**config.mk**
```make
export PLATFORM = sky130hd
export DESIGN_NAME = imm_encoder
export DESIGN_NICKNAME = d
export VERILOG_FILES = /design/src/rtl/imm_encoder.sv
export SDC_FILE = /design/constraint.sdc
export NUM_CORES = 1
export LEC_CHECK = 0
export BUFFER_PORTS_ARGS = -buffer_cell sky130_fd_sc_hd__buf_2
export CAP_MARGIN = 0
export CORE_MARGIN = 1
export CORE_UTILIZATION = 48
export CTS_BUF_LIST = sky130_fd_sc_hd__clkbuf_16
export CTS_CLUSTER_DIAMETER = 120
export DETAILED_ROUTE_END_ITERATION = 8
export GPL_TIMING_DRIVEN = 0
export HOLD_SLACK_MARGIN = 0.12
export PLACE_DENSITY = 0.76
export SYNTH_ARGS = -nofsm -noshare
export SYNTH_HDL_FRONTEND = slang
export SYNTH_SLANG_ARGS = --single-unit
```
**constraint.sdc**
```tcl
create_clock -name clk -period 2.59 [get_ports clk]
set_input_delay 0.518 -clock clk [delete_from_list [all_inputs] [get_ports clk]]
set_output_delay 0.518 -clock clk [all_outputs]
set_load 0.01 [all_outputs]
```
**src/rtl/imm_encoder.sv**
```systemverilog
// Packs a 32-bit immediate into the inst[31:7] field for one of the I/S/B/J/U formats.
// Two-stage elastic pipeline; also counts emitted items the format could not represent.
module imm_encoder #(
  parameter int CNT_W = 16
) (
  input  logic             clk,
  input  logic             rst,
  input  logic             in_valid_i,
  output logic             in_ready_o,
  input  logic [31:0]      imm_i,
  input  logic [2:0]       enc_func_i,
  output logic             out_valid_o,
  input  logic             out_ready_i,
  output logic [24:0]      packed_o,
  output logic             out_err_o,
  input  logic             clr_count_i,
  output logic [CNT_W-1:0] err_count_o
);

  typedef enum logic [2:0] {
    FMT_I = 3'b000,
    FMT_S = 3'b001,
    FMT_B = 3'b010,
    FMT_J = 3'b011,
    FMT_U = 3'b100
  } fmt_e;

  logic             s1_valid_q;
  logic [31:0]      s1_imm_q;
  logic [2:0]       s1_func_q;
  logic             s2_valid_q;
  logic [24:0]      packed_q;
  logic             err_q;
  logic [CNT_W-1:0] err_count_q;
  logic [CNT_W-1:0] err_count_d;

  logic        s1_adv;
  logic        s2_adv;
  logic        in_fire;
  logic        out_fire;
  logic [24:0] packed_d;
  logic        err_d;
  logic        sext11_ok;
  logic        sext12_ok;
  logic        sext20_ok;

  assign s2_adv   = !s2_valid_q | out_ready_i;
  assign s1_adv   = !s1_valid_q | s2_adv;
  assign in_fire  = in_valid_i & s1_adv;
  assign out_fire = s2_valid_q & out_ready_i;

  // A value fits an N-bit signed field when every bit from N-1 upward matches the sign.
  assign sext11_ok = (&s1_imm_q[31:11]) | ~(|s1_imm_q[31:11]);
  assign sext12_ok = (&s1_imm_q[31:12]) | ~(|s1_imm_q[31:12]);
  assign sext20_ok = (&s1_imm_q[31:20]) | ~(|s1_imm_q[31:20]);

  always_comb begin
    packed_d = '0;
    err_d    = 1'b1;
    case (s1_func_q)
      FMT_I: begin
        packed_d[24:13] = s1_imm_q[11:0];
        err_d           = !sext11_ok;
      end
      FMT_S: begin
        packed_d[24:18] = s1_imm_q[11:5];
        packed_d[4:0]   = s1_imm_q[4:0];
        err_d           = !sext11_ok;
      end
      FMT_B: begin
        packed_d[24]    = s1_imm_q[12];
        packed_d[23:18] = s1_imm_q[10:5];
        packed_d[4:1]   = s1_imm_q[4:1];
        packed_d[0]     = s1_imm_q[11];
        err_d           = s1_imm_q[0] | !sext12_ok;
      end
      FMT_J: begin
        packed_d[24]    = s1_imm_q[20];
        packed_d[23:14] = s1_imm_q[10:1];
        packed_d[13]    = s1_imm_q[11];
        packed_d[12:5]  = s1_imm_q[19:12];
        err_d           = s1_imm_q[0] | !sext20_ok;
      end
      FMT_U: begin
        packed_d[24:5] = s1_imm_q[31:12];
        err_d          = |s1_imm_q[11:0];
      end
      default: begin
        packed_d = '0;
        err_d    = 1'b1;
      end
    endcase
  end

  // Clear has priority so a clear issued alongside an error transfer still leaves zero.
  always_comb begin
    err_count_d = err_count_q;
    if (clr_count_i) begin
      err_count_d = '0;
    end else if (out_fire && err_q && (err_count_q != {CNT_W{1'b1}})) begin
      err_count_d = err_count_q + {{(CNT_W-1){1'b0}}, 1'b1};
    end
  end

  always_ff @(posedge clk or posedge rst) begin
    if (rst) begin
      s1_valid_q  <= 1'b0;
      s1_imm_q    <= '0;
      s1_func_q   <= '0;
      s2_valid_q  <= 1'b0;
      packed_q    <= '0;
      err_q       <= 1'b0;
      err_count_q <= '0;
    end else begin
      if (s1_adv) begin
        s1_valid_q <= in_valid_i;
      end
      if (in_fire) begin
        s1_imm_q  <= imm_i;
        s1_func_q <= enc_func_i;
      end
      // Stage 2 data only changes when a new item moves in, so it holds under backpressure.
      if (s2_adv) begin
        s2_valid_q <= s1_valid_q;
        if (s1_valid_q) begin
          packed_q <= packed_d;
          err_q    <= err_d;
        end
      end
      err_count_q <= err_count_d;
    end
  end

  assign in_ready_o  = s1_adv;
  assign out_valid_o = s2_valid_q;
  assign packed_o    = packed_q;
  assign out_err_o   = err_q;
  assign err_count_o = err_count_q;

endmodule
```
==> results of run 1 <==
metal layers:
metal / vias to the layer above / share of wire / track usage / wire length, microns
met2: 83 / 0.50 / 0.359 / 4070
met5: - / 0 / 0 / 0
li1: 1375 / - / - / -
met1: 1421 / 0.44 / 0.298 / 3640
met4: 0 / 0.019 / 0.0952 / 152
met3: 13 / 0.042 / 0.0397 / 342
report_power, final:
part | switching (mW) | internal, mW
combinational | 0.322 | 0.264
clock | 0.471 | 0.630
sequential | 0.139 | 1.40
total | 0.932 | 2.30
sequential cells by signal, summed over array words and instances, names as in the netlist:
| name | cells |
|---|---|
| out_valid_o | 1 |
| s1_func_q | 3 |
| packed_o | 25 |
| out_err_o | 1 |
| s1_valid_q | 1 |
| s1_imm_q | 32 |
| err_count_o | 16 |
metrics by stage:
stage / hold WS (ns) / cell area [sq um] / setup WS (ns) / setup TNS [ns] / power, mW
after floorplan: 0.501 / 3630 / 0.0486 / 0 / 1.91
after global placement: 0.463 / 4160 / -0.801 / -63.04 / 2.12
after detailed placement: 0.473 / 4190 / 0.482 / 0 / 2.15
after CTS: 0.180 / 4450 / 0.626 / 0 / 3.25
after global routing: 0.202 / 4450 / 0.465 / 0 / 3.38
final: 0.167 / 4450 / 0.628 / 0 / 3.23
worst paths after layout:
check                                from               to  slack, ns  depth (start not counted)
setup / recovery           err_count_o[0]   err_count_o[1]       0.63                          6
hold / removal                        rst  err_count_o[13]       0.17                          2
setup reg to reg           err_count_o[0]   err_count_o[1]       0.63                          6
hold reg to reg               packed_o[4]      packed_o[4]       0.48                          2
max in group asynchronous             rst     s1_func_q[2]       1.85                          3
min in group clk               in_valid_i       s1_valid_q       0.39                          2
logic make-up (layout without fill, tap and decap cells):
| logic type | count (synthesis) | count (layout) | share of synthesized area |
|---|---|---|---|
| DFF | 79 | 79 | 0.545 |
| AOI/OAI and AO/OA | 56 | 56 | 0.101 |
| muxes | 38 | 38 | 0.117 |
| buffers and inverters | 19 | 118 | 0.0231 |
| and+or+nand+nor | 120 | 120 | 0.171 |
| xor gates and xnor gates | 16 | 16 | 0.0386 |
| adders and majority gates | 1 | 1 | 0.00345 |
cell usage after synthesis (2+ instances only):
cell type  number  area, sq um
nor4_2          2         25.0
xor2_1          6         52.6
nor4_1          9         56.3
a22oi_1         2         15.0
nor2_1         28          105
a21oi_1        14         70.1
nand2b_1        2         12.5
o21ai_0        18         90.1
a2111oi_2       2         30.0
nand3b_1        2         15.0
a22o_1          9         78.8
xnor2_1        10         87.6
or3_1           2         12.5
nor3_1          3         15.0
mux2i_1         2         20.0
o2111ai_1       2         17.5
mux2_2         36          405
clkbuf_1       11         41.3
dfrtp_1        79         1980
inv_1           2         7.51
a211oi_1        3         22.5
nand2_1        38          143
nand3_2         2         20.0
nand3_1         7         35.0
nand4_1         9         56.3
o211ai_1        3         22.5
and3_1          9         56.3
buf_2           4         20.0
layout make-up:
class                   count  area (sq um)  area share
plain buffers              17          76.3      0.0172
clock buffers               9           225      0.0506
clock inverters             7          31.3     0.00703
inverters                   2          10.0     0.00225
multi-input cells         231          1570       0.352
flip-flops and latches     79          1980       0.444
well taps                  99           124      0.0278
repair buffers             83           438      0.0984
critical path, delay by kind of cell (launching register included):
family | cells | cell delay [ns]
AOI/OAI and AO/OA | 1 | 0.23
adders and majority gates | 1 | 0.22
DFF | 1 | 0.43
muxes | 1 | 0.19
and+or+nand+nor | 3 | 0.76
==> impl_metrics.yaml, run 1 <==
timing:
  slew_violations: 0
  fin_crit_ns: 1.96
  setup_viol: 0
  relSlewSlack: 0.528
  period_share: 0.758
  rsz0062_at_grt: "false"
  skew_ns: 0.00565
  fmax_mhz: 510
  hold_viol_final: 0
  worst_pin_slew_ns: 0.702
layout:
  post-route-util: 0.610
  drive_gt1_frac: 0.341
  layout_common_cells: "buf_2 (86), dfrtp_1 (79), nand2_1 (38), mux2_2 (36), nor2_1 (28)"
  diodes: 0
  fin_cells: 527
  mostFrequentLayoutCell: "buf_2"
  nets: 464
  syn2layout_area_growth_pct: 22.6
  fillers: 648
drt:
  post-route-drc-count: 0
  num_vias: 2892
  ant_nets: 0
  first_pass_iters: 4
  initialDrtViolationCount: 150
  wl_per_cell_microns: 15.6
  drt_wl_total_mm: 8.20
  viasPerCell: 5.49
global_routing:
  antenna_found_initial: 0
  grt_usage: 0.222
  globalRouteOverflowTotal: 0
  grt_start_max_net_pins: 53
  grt_pass1_vias: 2761
  grt_pass1_wl_mm: 13.2
floorplanning:
  fp.dieH_microns: 88.9
  io_pins: 84
  core_area_sq_mm: 0.00729
  dieWidth_microns: 88.9
  initial_core_util: 0.498
  dieArea_sq_mm: 0.00791
  row_count: 31
clock_tree:
  cts_root_buf: "clkbuf_16"
  clk_path_buf_depth: 2
  cts.repair.resized: 0
  clk_pin_slew_worst_paths_ns: 0.06
  post_cts_buffers: 0
  hold_buffers: 0
  cts_made_buffers: 9
  cts_tree: "done"
  h-tree-depth: 3
  insertion_delay_ns: 0.33
  cts.sink_count: 79
synth:
  synth_warnings: 0
  syn_inst: 329
  synth_flop_cell: "dfrtp_1"
  ys_seq_elements: 79
  synth-async-reset-ratio: 1.00
  synth_nets: 370
  synth_edf_count: 0
  synthesis.area_sq_mm: 0.00363
  avgSynthCellArea_sq_um: 11.0
  ys_types: 41
  ys_seq_area_frac: 0.545
worst_setup_path:
  critPathCaptureType: "register"
  worstPathMaxFanout: 6
  startpoint_type: "register"
  worstPathRequired_ns: 2.79
  slowest_delay_ns: 0.60
  setup.worst_path.class: "reg2reg"
  cp.arrival_ns: 2.16
  path_cells: "ha_1 -> nand2_1 -> nor3_1 -> a21oi_1 -> mux2i_1 -> nor2_1"
  slowest_stage: "nor3_1"
placed_design:
  portBuffers: 82
  placed_cells: 511
  hpwl_mm: 5.95
  globalplace.congestion: 0.812
min_path:
  hold_class: "in2async"
outcome:
  status: "completed"
power:
  static-leakage-power_nw: 2.05
  ir_drop_uv: 332
  powerDensity_mw_per_mm2: 726
job:
  drv_cap: 0
(Power assumes the default switching activity.)
==> run 2: changes to the inputs <==
--- a/config.mk
+++ b/config.mk
@@ -8,13 +8,13 @@
 export BUFFER_PORTS_ARGS = -buffer_cell sky130_fd_sc_hd__buf_2
 export CAP_MARGIN = 0
 export CORE_MARGIN = 1
-export CORE_UTILIZATION = 48
+export CORE_UTILIZATION = 54
 export CTS_BUF_LIST = sky130_fd_sc_hd__clkbuf_16
 export CTS_CLUSTER_DIAMETER = 120
 export DETAILED_ROUTE_END_ITERATION = 8
 export GPL_TIMING_DRIVEN = 0
 export HOLD_SLACK_MARGIN = 0.12
-export PLACE_DENSITY = 0.76
+export PLACE_DENSITY = 0.81
 export SYNTH_ARGS = -nofsm -noshare
 export SYNTH_HDL_FRONTEND = slang
 export SYNTH_SLANG_ARGS = --single-unit
==> constraint.sdc (replaced) <==
create_clock -name clk -period 1.9 [get_ports clk]
set_input_delay 0.38 -clock clk [delete_from_list [all_inputs] [get_ports clk]]
set_output_delay 0.38 -clock clk [all_outputs]
set_load 0.01 [all_outputs]
==> run 2 against run 1 <==
The run now ends with DRC left. Worst setup slack worse by 0.57 ns. Combinational power grew 44%. Clock power grew 51%. Sequential share of layout area fell by 1.1 points. Largest power group unchanged. Non-clock buffer count grew 4. Register-to-register slack got worse by 0.57 ns. Power increased by 43%. Via count is 2.5% higher. Utilization increased by 10 points. First-iteration DRC count decreased by 5.3%. Clock skew is 0.00084 ns lower.
==> impl_metrics.yaml, run 2 (same netlist as run 1, synthesis figures left out) <==
power:
  static-leakage-power_nw: 2.10
  ir_drop_uv: 540
  clockPowerShare: 0.359
  powerDensity_mw_per_mm2: 1010
  p_seq_frac: 0.458
  combPwrFrac: 0.183
  total_power_mw: 4.61
  netSwitchingFraction: 0.285
  p_sw_mw: 1.31
  p_int_mw: 3.30
worst_setup_path:
  cp.arrival_ns: 2.04
  crit_path_start: "err_count_o[1]"
  slowest_delay_ns: 0.40
  path_cells: "ha_2 -> nand2_1 -> or3_4 -> buf_6 -> nor4_2 -> xnor2_1 -> nor2_1"
  cp_num_buf_inv: 1
  worstPathRequired_ns: 2.11
  worstPathMaxFanout: 9
  critPathCaptureType: "register"
  reg2reg_from: "err_count_o[1]"
  critical-path-top-delay-family: "simple AND/OR/NAND/NOR gates"
  startpoint_type: "register"
  slowest_stage: "or3_4"
  setup.worst_path.class: "reg2reg"
layout:
  largest_reg_flops: 32
  diodes: 0
  largest_register: "s1_imm_q"
  syn2layout_area_growth_pct: 25.7
  post-route-util: 0.710
  layout_common_cells: "buf_2 (86), dfrtp_1 (79), nand2_1 (38), mux2_2 (36), nor2_1 (27)"
  fillers: 453
  nets: 468
  mostFrequentLayoutCell: "buf_2"
  drive_gt1_frac: 0.377
clock_tree:
  cts.sink_count: 79
  cts_tree: "done"
  cts_made_buffers: 9
  clk_pin_slew_worst_paths_ns: 0.06
  cts_root_buf: "clkbuf_16"
  insertion_delay_ns: 0.33
  clk_path_buf_depth: 2
  h-tree-depth: 3
  hold_buffers: 0
global_routing:
  grt_pass1_wl_mm: 14.3
  globalRouteOverflowTotal: 0
  grt_usage: 0.264
  grt_pass1_vias: 2958
  grt_start_max_net_pins: 31
  antenna_found_initial: 0
timing:
  holdWs_ns: 0.137
  period_share: 0.968
  setup_viol: 0
  fmax_mhz: 544
  fin_crit_ns: 1.84
  relSlewSlack: 0.576
  hold_viol_final: 0
  slew_violations: 0
  setup_ws_ns: 0.0617
  worst_pin_slew_ns: 0.634
  rsz0062_at_grt: "false"
  skew_ns: 0.00481
job:
  drv_cap: 0
placed_design:
  pre_cts_ws_ns: -0.106
  hpwl_mm: 6.09
  globalplace.congestion: 0.856
  portBuffers: 82
drt:
  num_vias: 2964
  viasPerCell: 5.82
  initialDrtViolationCount: 142
  post-route-drc-count: 12
  wl_per_cell_microns: 17.1
  ant_nets: 0
  drt_wl_total_mm: 8.72
  first_pass_iters: 7
floorplanning:
  dieArea_sq_mm: 0.00705
  dieWidth_microns: 84.0
  row_count: 29
  initial_core_util: 0.565
  core_area_sq_mm: 0.00642
  io_pins: 84
  fp.dieH_microns: 84.0
outcome:
  status: "finished with violations"
  violations: "DRC"
min_path:
  hold_class: "in2async"
## run 2: cell types whose count changed in the layout (fill, tap and decap cells not counted), moves of 2 or more
cell	before	now
nor4_4	1	3
nor4_1	9	6
clkbuf_1	11	8
buf_4	0	4
clkbuf_2	0	2
## run 2: per-layer routing
layer,global-route usage,share of wire,vias to the layer above
li1,-,-,1378
met1,0.333,0.42,1471
met2,0.436,0.51,95
met3,0.0574,0.049,20
met4,0.119,0.022,0
met5,0,0,-
## run 2: metrics by stage
step           std cells  instance area [sq um]  TNS, ns
2_1_floorplan        329                   3630        0
3_3_place_gp         488                   4140   -0.237
3_5_place_dp         490                   4190   -0.391
4_1_cts              508                   4500        0
5_1_grt              509                   4560        0
6_report             509                   4560        0
## run 2: path summary, 6_finish.rpt
check,endpoint,slack (ns),cells after the start
min in group clk,s1_valid_q,0.27,2
max in group asynchronous,packed_o[15],1.22,3
max reg2reg,err_count_o[14],0.06,7
max,err_count_o[14],0.06,7
min reg2reg,packed_o[15],0.48,2
min,packed_o[12],0.14,2
## run 2: power groups by stage
stage | Combinational (mW) | Clock, mW | Sequential [mW]
floorplan | 0.458 | 0 | 2.14
global placement | 0.768 | 0 | 2.11
detailed placement | 0.806 | 0 | 2.13
CTS | 0.836 | 1.67 | 2.10
global route | 0.924 | 1.74 | 2.14
finish | 0.844 | 1.66 | 2.11
## run 2: repair_timing
| item | 4_1_cts | 5_1_grt |
|---|---|---|
| pin swaps | 0 | 2 |
| setup endpoints to repair | 10 | 16 |
| resized for setup | 3 | 12 |
| setup buffers | 2 | 2 |
## run 2: layout make-up
type	count	area [sq um]	area share
sequential	79	1980	0.433
multi-input combinational	231	1630	0.356
timing repair buffer	88	488	0.107
clock buffer	9	225	0.0494
tap	77	96.3	0.0211
buffer	16	75.1	0.0165
clock inverter	7	62.6	0.0137
inverter	2	11.3	0.00247
